$ cat src/rtl/uart_pkg.sv
// rtl/uart_pkg.sv - shared UART constants, state encoding and frame helpers
package uart_pkg;

  // Bit-times per frame; shorter formats are padded with extra stop bits.
  localparam int FRAME_LEN = 11;

  // Clocks per bit-time for the standard rates at a 100 MHz system clock.
  localparam int BAUD_DIV_9600   = 10417;
  localparam int BAUD_DIV_19200  = 5208;
  localparam int BAUD_DIV_38400  = 2604;
  localparam int BAUD_DIV_57600  = 1736;
  localparam int BAUD_DIV_115200 = 868;
  localparam int BAUD_DIV_230400 = 434;
  localparam int BAUD_DIV_460800 = 217;
  localparam int BAUD_DIV_921600 = 109;

  typedef enum logic {
    IDLE = 1'b0,
    SEND = 1'b1
  } tx_state_e;

  // Parity over the transmitted data bits (7 or 8); ohel selects odd sense.
  function automatic logic parity_bit(input logic [7:0] data, input logic eight,
                                      input logic ohel);
    logic p;
    p = ^data[6:0];
    if (eight) p = p ^ data[7];
    return p ^ ohel;
  endfunction

  // Full frame, bit 0 first on the line: start, data, optional parity, stop fill.
  function automatic logic [FRAME_LEN-1:0] build_frame(input logic [7:0] data,
                                                       input logic eight,
                                                       input logic pen,
                                                       input logic ohel);
    logic [FRAME_LEN-1:0] f;
    f      = '1;
    f[0]   = 1'b0;
    f[7:1] = data[6:0];
    if (eight) begin
      f[8] = data[7];
      if (pen) f[9] = parity_bit(data, eight, ohel);
    end else begin
      if (pen) f[8] = parity_bit(data, eight, ohel);
    end
    return f;
  endfunction

endpackage

$ cat src/rtl/uart_tx_engine_if.sv
// rtl/uart_tx_engine_if.sv - load/config/status bundle between TX control and the serial engine
interface uart_tx_engine_if #(
  parameter int BAUD_W = 19
) ();
  logic              load;
  logic [7:0]        data;
  logic              eight;
  logic              pen;
  logic              ohel;
  logic [BAUD_W-1:0] baud_k;
  logic              tx;
  logic              busy;
  logic              done;

  modport master (
    output load, data, eight, pen, ohel, baud_k,
    input  tx, busy, done
  );

  modport slave (
    input  load, data, eight, pen, ohel, baud_k,
    output tx, busy, done
  );
endinterface

$ cat src/rtl/uart_bit_timer.sv
// rtl/uart_bit_timer.sv - loadable bit-time divisor with terminal-count pulse
module uart_bit_timer #(
  parameter int W = 19
) (
  input  logic         clk,
  input  logic         reset_n,
  input  logic         load,
  input  logic [W-1:0] div,
  input  logic         en,
  output logic         tc
);
  localparam logic [W-1:0] ONE = W'(1);

  logic [W-1:0] cnt;
  logic [W-1:0] lim;

  // A divisor of zero behaves as one, so the limit saturates at zero.
  assign tc = en && (cnt == lim);

  // Capture the divisor on load, then count 0..lim and wrap while enabled.
  always_ff @(posedge clk or negedge reset_n) begin
    if (!reset_n) begin
      cnt <= '0;
      lim <= '0;
    end else if (load) begin
      cnt <= '0;
      lim <= (div == '0) ? '0 : div - ONE;
    end else if (en) begin
      cnt <= tc ? '0 : cnt + ONE;
    end
  end
endmodule

$ cat src/rtl/uart_tx_engine.sv
// rtl/uart_tx_engine.sv - UART transmit serialiser with start/parity/stop framing
module uart_tx_engine
  import uart_pkg::*;
#(
  parameter int BAUD_W = 19
) (
  input logic             clk,
  input logic             reset_n,
  uart_tx_engine_if.slave bus
);
  localparam logic [3:0] LAST_BIT = 4'(FRAME_LEN - 1);

  tx_state_e            state_q;
  tx_state_e            state_d;
  logic [FRAME_LEN-1:0] shreg;
  logic [3:0]           bit_cnt;
  logic                 busy_q;
  logic                 done_q;
  logic                 tc;
  logic                 accept;
  logic                 finish;
  logic                 sending;

  assign sending = (state_q == SEND);

  uart_bit_timer #(.W(BAUD_W)) u_bit_timer (
    .clk     (clk),
    .reset_n (reset_n),
    .load    (accept),
    .div     (bus.baud_k),
    .en      (sending),
    .tc      (tc)
  );

  // Next state: accept a load only when idle; leave after the last bit-time.
  always_comb begin
    state_d = state_q;
    accept  = 1'b0;
    finish  = 1'b0;
    case (state_q)
      IDLE: begin
        if (bus.load) begin
          accept  = 1'b1;
          state_d = SEND;
        end
      end
      SEND: begin
        if (tc && (bit_cnt == LAST_BIT)) begin
          finish  = 1'b1;
          state_d = IDLE;
        end
      end
      default: state_d = IDLE;
    endcase
  end

  // State register.
  always_ff @(posedge clk or negedge reset_n) begin
    if (!reset_n) state_q <= IDLE;
    else          state_q <= state_d;
  end

  // Frame shifter and status flags; the line bit is the shifter's LSB so tx is a flop.
  always_ff @(posedge clk or negedge reset_n) begin
    if (!reset_n) begin
      shreg   <= '1;
      bit_cnt <= '0;
      busy_q  <= 1'b0;
      done_q  <= 1'b0;
    end else begin
      busy_q <= (state_d == SEND);
      done_q <= finish;
      if (accept) begin
        shreg   <= build_frame(bus.data, bus.eight, bus.pen, bus.ohel);
        bit_cnt <= '0;
      end else if (tc) begin
        shreg   <= {1'b1, shreg[FRAME_LEN-1:1]};
        bit_cnt <= finish ? 4'd0 : bit_cnt + 4'd1;
      end
    end
  end

  assign bus.tx   = shreg[0];
  assign bus.busy = busy_q;
  assign bus.done = done_q;
endmodule

$ cat src/flat_wrapper.sv
// flat-port wrapper written by rule: the top's interface ports become plain ports
module uart_tx_engine_flat import uart_pkg::*;
#(
  parameter int BAUD_W = 19
)
  (clk, reset_n, bus_load, bus_data, bus_eight, bus_pen, bus_ohel, bus_baud_k, bus_tx, bus_busy, bus_done);
  uart_tx_engine_if #(.BAUD_W(BAUD_W)) bus_i ();
  input logic clk;
  input logic reset_n;
  input wire logic [$bits(bus_i.load)-1:0] bus_load;
  input wire logic [$bits(bus_i.data)-1:0] bus_data;
  input wire logic [$bits(bus_i.eight)-1:0] bus_eight;
  input wire logic [$bits(bus_i.pen)-1:0] bus_pen;
  input wire logic [$bits(bus_i.ohel)-1:0] bus_ohel;
  input wire logic [$bits(bus_i.baud_k)-1:0] bus_baud_k;
  output wire logic [$bits(bus_i.tx)-1:0] bus_tx;
  output wire logic [$bits(bus_i.busy)-1:0] bus_busy;
  output wire logic [$bits(bus_i.done)-1:0] bus_done;
  assign bus_i.load = bus_load;
  assign bus_i.data = bus_data;
  assign bus_i.eight = bus_eight;
  assign bus_i.pen = bus_pen;
  assign bus_i.ohel = bus_ohel;
  assign bus_i.baud_k = bus_baud_k;
  assign bus_tx = bus_i.tx;
  assign bus_busy = bus_i.busy;
  assign bus_done = bus_i.done;
  uart_tx_engine #(.BAUD_W(BAUD_W)) u_core (.clk(clk), .reset_n(reset_n), .bus(bus_i));
endmodule
$ cat config.mk
export PLATFORM = sky130hd
export DESIGN_NAME = uart_tx_engine_flat
export DESIGN_NICKNAME = d
export VERILOG_FILES = /design/src/rtl/uart_pkg.sv /design/src/rtl/uart_tx_engine_if.sv /design/src/rtl/uart_bit_timer.sv /design/src/rtl/uart_tx_engine.sv /design/src/flat_wrapper.sv
export SDC_FILE = /design/constraint.sdc
export NUM_CORES = 1
export LEC_CHECK = 0
export CAP_MARGIN = 20
export CORE_ASPECT_RATIO = 1.75
export CORE_UTILIZATION = 29
export CTS_CLUSTER_DIAMETER = 40
export CTS_CLUSTER_SIZE = 24
export DETAILED_ROUTE_END_ITERATION = 7
export SETUP_SLACK_MARGIN = 0.5
export SLEW_MARGIN = 10
export SYNTH_ARGS = -nofsm -noshare
export SYNTH_HDL_FRONTEND = slang
export SYNTH_SLANG_ARGS = --single-unit
$ cat constraint.sdc
create_clock -name clk -period 2.97 [get_ports clk]
set_input_delay 0.297 -clock clk [delete_from_list [all_inputs] [get_ports clk]]
set_output_delay 0.297 -clock clk [all_outputs]
set_load 0.005 [all_outputs]
**Yosys cells after proc, flatten, opt, wreduce, memory -nomap -nowiden**

Cells that the tools add are included.

- Register bits: 55
- Logic and storage cells: 46
- Output and inout port bits: 3

- Eq/ne operators: 2
- Bitwise logic cells: 4
- Reductions and logical operators: 6
- Multiplexer cells: 25
- Add/subtract/negate cells: 3

Operators with widths:

| cell | count |
|---|---|
| $mux 19 | 4 |
| $mux 11 | 2 |
| $add 19x1->19 const B | 1 |
| $eq 19x19->1 | 1 |
| $logic_not 19->1 | 1 |
| $sub 19x1->19 const B | 1 |
| $mux 1 | 15 |
| $mux 4 | 3 |
| $reduce_xor 7->1 | 1 |
| $add 4x1->4 const B | 1 |
| $eq 4x4->1 const B | 1 |
| $reduce_bool 2->1 | 2 |
| $xor 1x1->1 | 3 |
| $logic_and 1x1->1 | 2 |
| $pmux 1 s2 | 1 |
| $not 1->1 | 1 |

**Longest topological paths before layout**

- Depth after elaboration: 9
- Depth in mapped cells: 8
- Gate-level depth less buffers: 7

**Cells and area by module**

Synthesis repeated with hierarchy kept, for this count alone.

- Cell total of the unflattened synthesis: 346
- Area total of the unflattened synthesis: 3191.8 µm²

By module, submodules not included:

| module | area an instance (µm²) | instances | cells an instance | seq. area each (µm²) |
|---|---|---|---|---|
| uart_bit_timer | 2361.0 | 1 | 265 | 950.9 |
| uart_tx_engine | 830.8 | 1 | 81 | 412.9 |

**Worst setup path before layout**

OpenSTA, ideal clock, no wires.

- Path kind: input -> register
- Start: input port bus_baud_k[0]
- End: register u_core.u_bit_timer.lim[10]
- Library setup time: 0.119 ns
- Path slack: 0.827 ns
- Stages on the path: 8
- Arrival time: 2.023 ns
- Data required time: 2.851 ns
- Path buffers: 1
- Cell sequence: inv_1 ha_1 nor3b_1 nor3b_4 nand2_2 o41ai_4 buf_6 o21ai_2

- Longest elaborated chain between the ends: 2
- Elaborated cells on any way between the ends: 3
- Those cells by class: 1 x add/sub; 1 x mux; 1 x reduce/logical

RTL lines:

| element | RTL line | source |
|---|---|---|
| start: declaration | flat_wrapper.sv:15 | `input wire logic [$bits(bus_i.baud_k)-1:0] bus_baud_k;` |
| $sub 19x1->19 / $logic_not 19->1 (equally long branches) | uart_bit_timer.sv:27 | `lim <= (div == '0) ? '0 : div - ONE;` |
| $mux 19 * | uart_bit_timer.sv:27 |  |
| end signal: assignment | uart_bit_timer.sv:27 |  |
| end: declaration | uart_bit_timer.sv:15 | `logic [W-1:0] lim;` |

Every way passes the cells marked *; elsewhere a longest branch is shown, timed or not.
A chain may end at the register's enable or synchronous reset.

**Worst setup path in the final report**

- Start: input port bus_baud_k[5]
- End: register u_core.u_bit_timer.lim[6]

The elaborated chain is that of the path after synthesis.

==> impl_metrics.tcl <==
set metrics [dict create \
    status "finished, final reports clean" \
    area.growth.synth_to_final_pct 22.4 \
    dp_slack_ps 338 \
    viasPerCell 5.07 \
    htreeDepth 2 \
    synthArstFlopShare_pct 100 \
    io_buffers 35 \
    syn_inst 323 \
    cts_tree "done" \
    finalInstanceArea_mm2 0.00386 \
    finalMaxSlewViolations 0 \
    die_w_um 80.9 \
    cts_sinks 54 \
    whs_ps 476 \
    wirelength_um 7110 \
    core.rowCount 50 \
    powerDensity_mw_per_mm2 523 \
    coreArea_mm2 0.0106 \
    maxSlewHeadroom_pct 45.5 \
    finalSetupTns_ps 0 \
    crit_fanout 18 \
    wire_per_inst_um 14.4 \
    fin_cells 495 \
    comb_power_share_pct 22.8 \
    final_hold_viol_count 0 \
    crit_path_start_kind "input port" \
    synth.area.top_cells "dfrtp_1 35%, xnor2_1 9.2%, dfstp_2 8.3%" \
    synth_area_mm2 0.00316 \
    die_h_um 140 \
    hpwl_um 5370 \
    dp_cells 485 \
    final.setup_skew_ps 7.53 \
    syn_avg_cell_area_um2 9.77 \
    end_kind "flip-flop" \
    syn_nets 360 \
    min_period_over_period_pct 77.5 \
    synth.most_common_cell "dfrtp_1" \
    grt_pass1_vias 2552 \
    final_util_pct 36.3 \
    ys_seq_area_share_pct 43.2 \
    cts-root-buf "clkbuf_16" \
    fin_crit_ps 2300 \
    final_nets 401 \
    die-area_mm2 0.0113 \
    globalplace.congestion 0.824 \
    fin_total_pwr_mw 2.02 \
    ir_worst_vdd_mv 0.243 \
    grt_max_degree 50 \
    vias 2508 \
    rsz0062_at_grt "no" \
    power_frac_seq_pct 47.4 \
    grt_antenna_before_repair 0 \
    worst_pin_slew_ps 817 \
    clkLatencyLatePin_ps 300 \
    drive_gt1_share_pct 12.6 \
    setup_violations 0 \
    synth.ff_latch_count 54 \
    diodes 0 \
    synth_top_area_share_pct 34.9 \
    cts_buffers 5 \
    cts.reportedPaths.clkPinSlew_ps 70 \
    crit_arrival_ps 2470 \
    leakage_nw 1.57 \
    track_usage_pct 14.0 \
    crit_type "input port to flip-flop" \
    yosysTopAreaCell "dfrtp_1" \
    setup_slack_ps 669 \
    synth-edff-count 0 \
    switchingPower_uw 593 \
    clockBufferDepth 2 \
    synthFlopType "dfrtp_1" \
    ys_warn_count 0 \
    grt_pass1_wl_um 12300 \
    hp-class "input port to asynchronous set/reset pin" \
    p_sw_share_pct 29.4 \
    placed_cell_area_mm2 0.00368 \
    cp.required_ps 3140 \
    p_int_mw 1.43 \
    drtIter0Drc 151 \
    drc 0 \
    io-pin-count 36 \
    synthTopCellsByCount "44 x dfrtp_1, 43 x nand2_1, 33 x xnor2_1, 26 x xor2_1, 22 x nor3_1" \
    cap_violations 0 \
    synth.distinct_cells 50 \
    power.share.clock_pct 29.8 \
    grt-ovfl-total 0 \
    firstDrtPassIters 4 \
    drtAntennaViolNets 0 \
    max_freq_mhz 435 \
    start_util_pct 29.7 \
]
[sequential cells by signal, summed over array words and instances (netlist names)]
name / count
u_core.u_bit_timer.cnt: 19
u_core.u_bit_timer.lim: 19
u_core.shreg: 10
u_core.bit_cnt: 4
u_core.bus.done: 1
u_core.sending: 1
[layout by cell type (no fill, tap or decap), drive strengths merged, types with 2 or more instances in the layout]
cell type and n:
a32o 2, xor2 26, nor2 18, dfstp 10
xnor2 33, nand3 5, o21ai 19, dfrtp 44
ha 4, clkdlybuf4s50 34, o221ai 7, and4 4
nor3 22, inv 8, nand2b 2, o211ai 6
a21oi 5, nor4 9, nand3b 2, nand2 44
or4 4, and3 3, nand4 8, buf 11
clkbuf 6, o211a 2, or3 2, a22o 3
nor3b 3
[logic make-up (layout without fill, tap and decap cells)]
group | count (synthesis) | after routing | synth area share, %
buffers and inverters | 19 | 61 | 2.58
flip-flops | 54 | 54 | 43.2
XOR/XNOR | 60 | 60 | 17.1
adder cells (fa/ha/maj) | 4 | 4 | 1.59
AO/OA/AOI/OAI | 54 | 54 | 13.8
AND/OR/NAND/NOR | 132 | 132 | 21.8
[path summary, 6_finish.rpt]
check / slack [ps] / to / startpoint / cells past startpoint
max in group asynchronous: 1730 / u_core.shreg[6] / reset_n / 4
max reg2reg: 780 / u_core.u_bit_timer.cnt[1] / u_core.u_bit_timer.cnt[16] / 5
min in group clk: 480 / u_core.shreg[7] / u_core.shreg[7] / 2
min reg2reg: 480 / u_core.shreg[7] / u_core.shreg[7] / 2
max: 670 / u_core.u_bit_timer.lim[6] / bus_baud_k[5] / 7
min: 480 / u_core.sending / reset_n / 2
[timing repair]
item	in CTS	in global routing
gates resized for setup	0	0
endpoints found under the hold margin	0	14
buffers inserted	0	0
hold buffers	0	1
[power groups by stage]
stage / sequential, mW / clock, mW / combinational, mW
after detailed placement: 0.970 / 0 / 0.460
after global placement: 0.968 / 0 / 0.443
after global routing: 0.976 / 0.646 / 0.516
after floorplan: 0.943 / 0 / 0.315
after CTS: 0.958 / 0.624 / 0.460
final: 0.959 / 0.602 / 0.461
[metal layers]
metal  up-vias  share of wire [%]  global-route usage [%]
met1      1214                 40                    15.5
met3         8                2.8                    1.95
li1       1238                  -                       -
met4         0                2.1                    5.83
met2        48                 55                    25.8
met5         -                  0                       0
[final cells by class]
class	count	area, um^2
clock buffers	6	139
clock inverters	2	16.3
fillers	1111	6770
inverters	7	26.3
multi-input cells	250	1710
flip-flops and latches	54	1360
well taps	130	163
repair buffers	46	443
[critical path, stage by stage]
cell,delay [ps]
clkdlybuf4s50_1,490
or4_4,580
nor3b_4,280
nand2_2,130
o41ai_4,280
buf_4,290
o21ai_0,130
(Power assumes the default switching activity.)
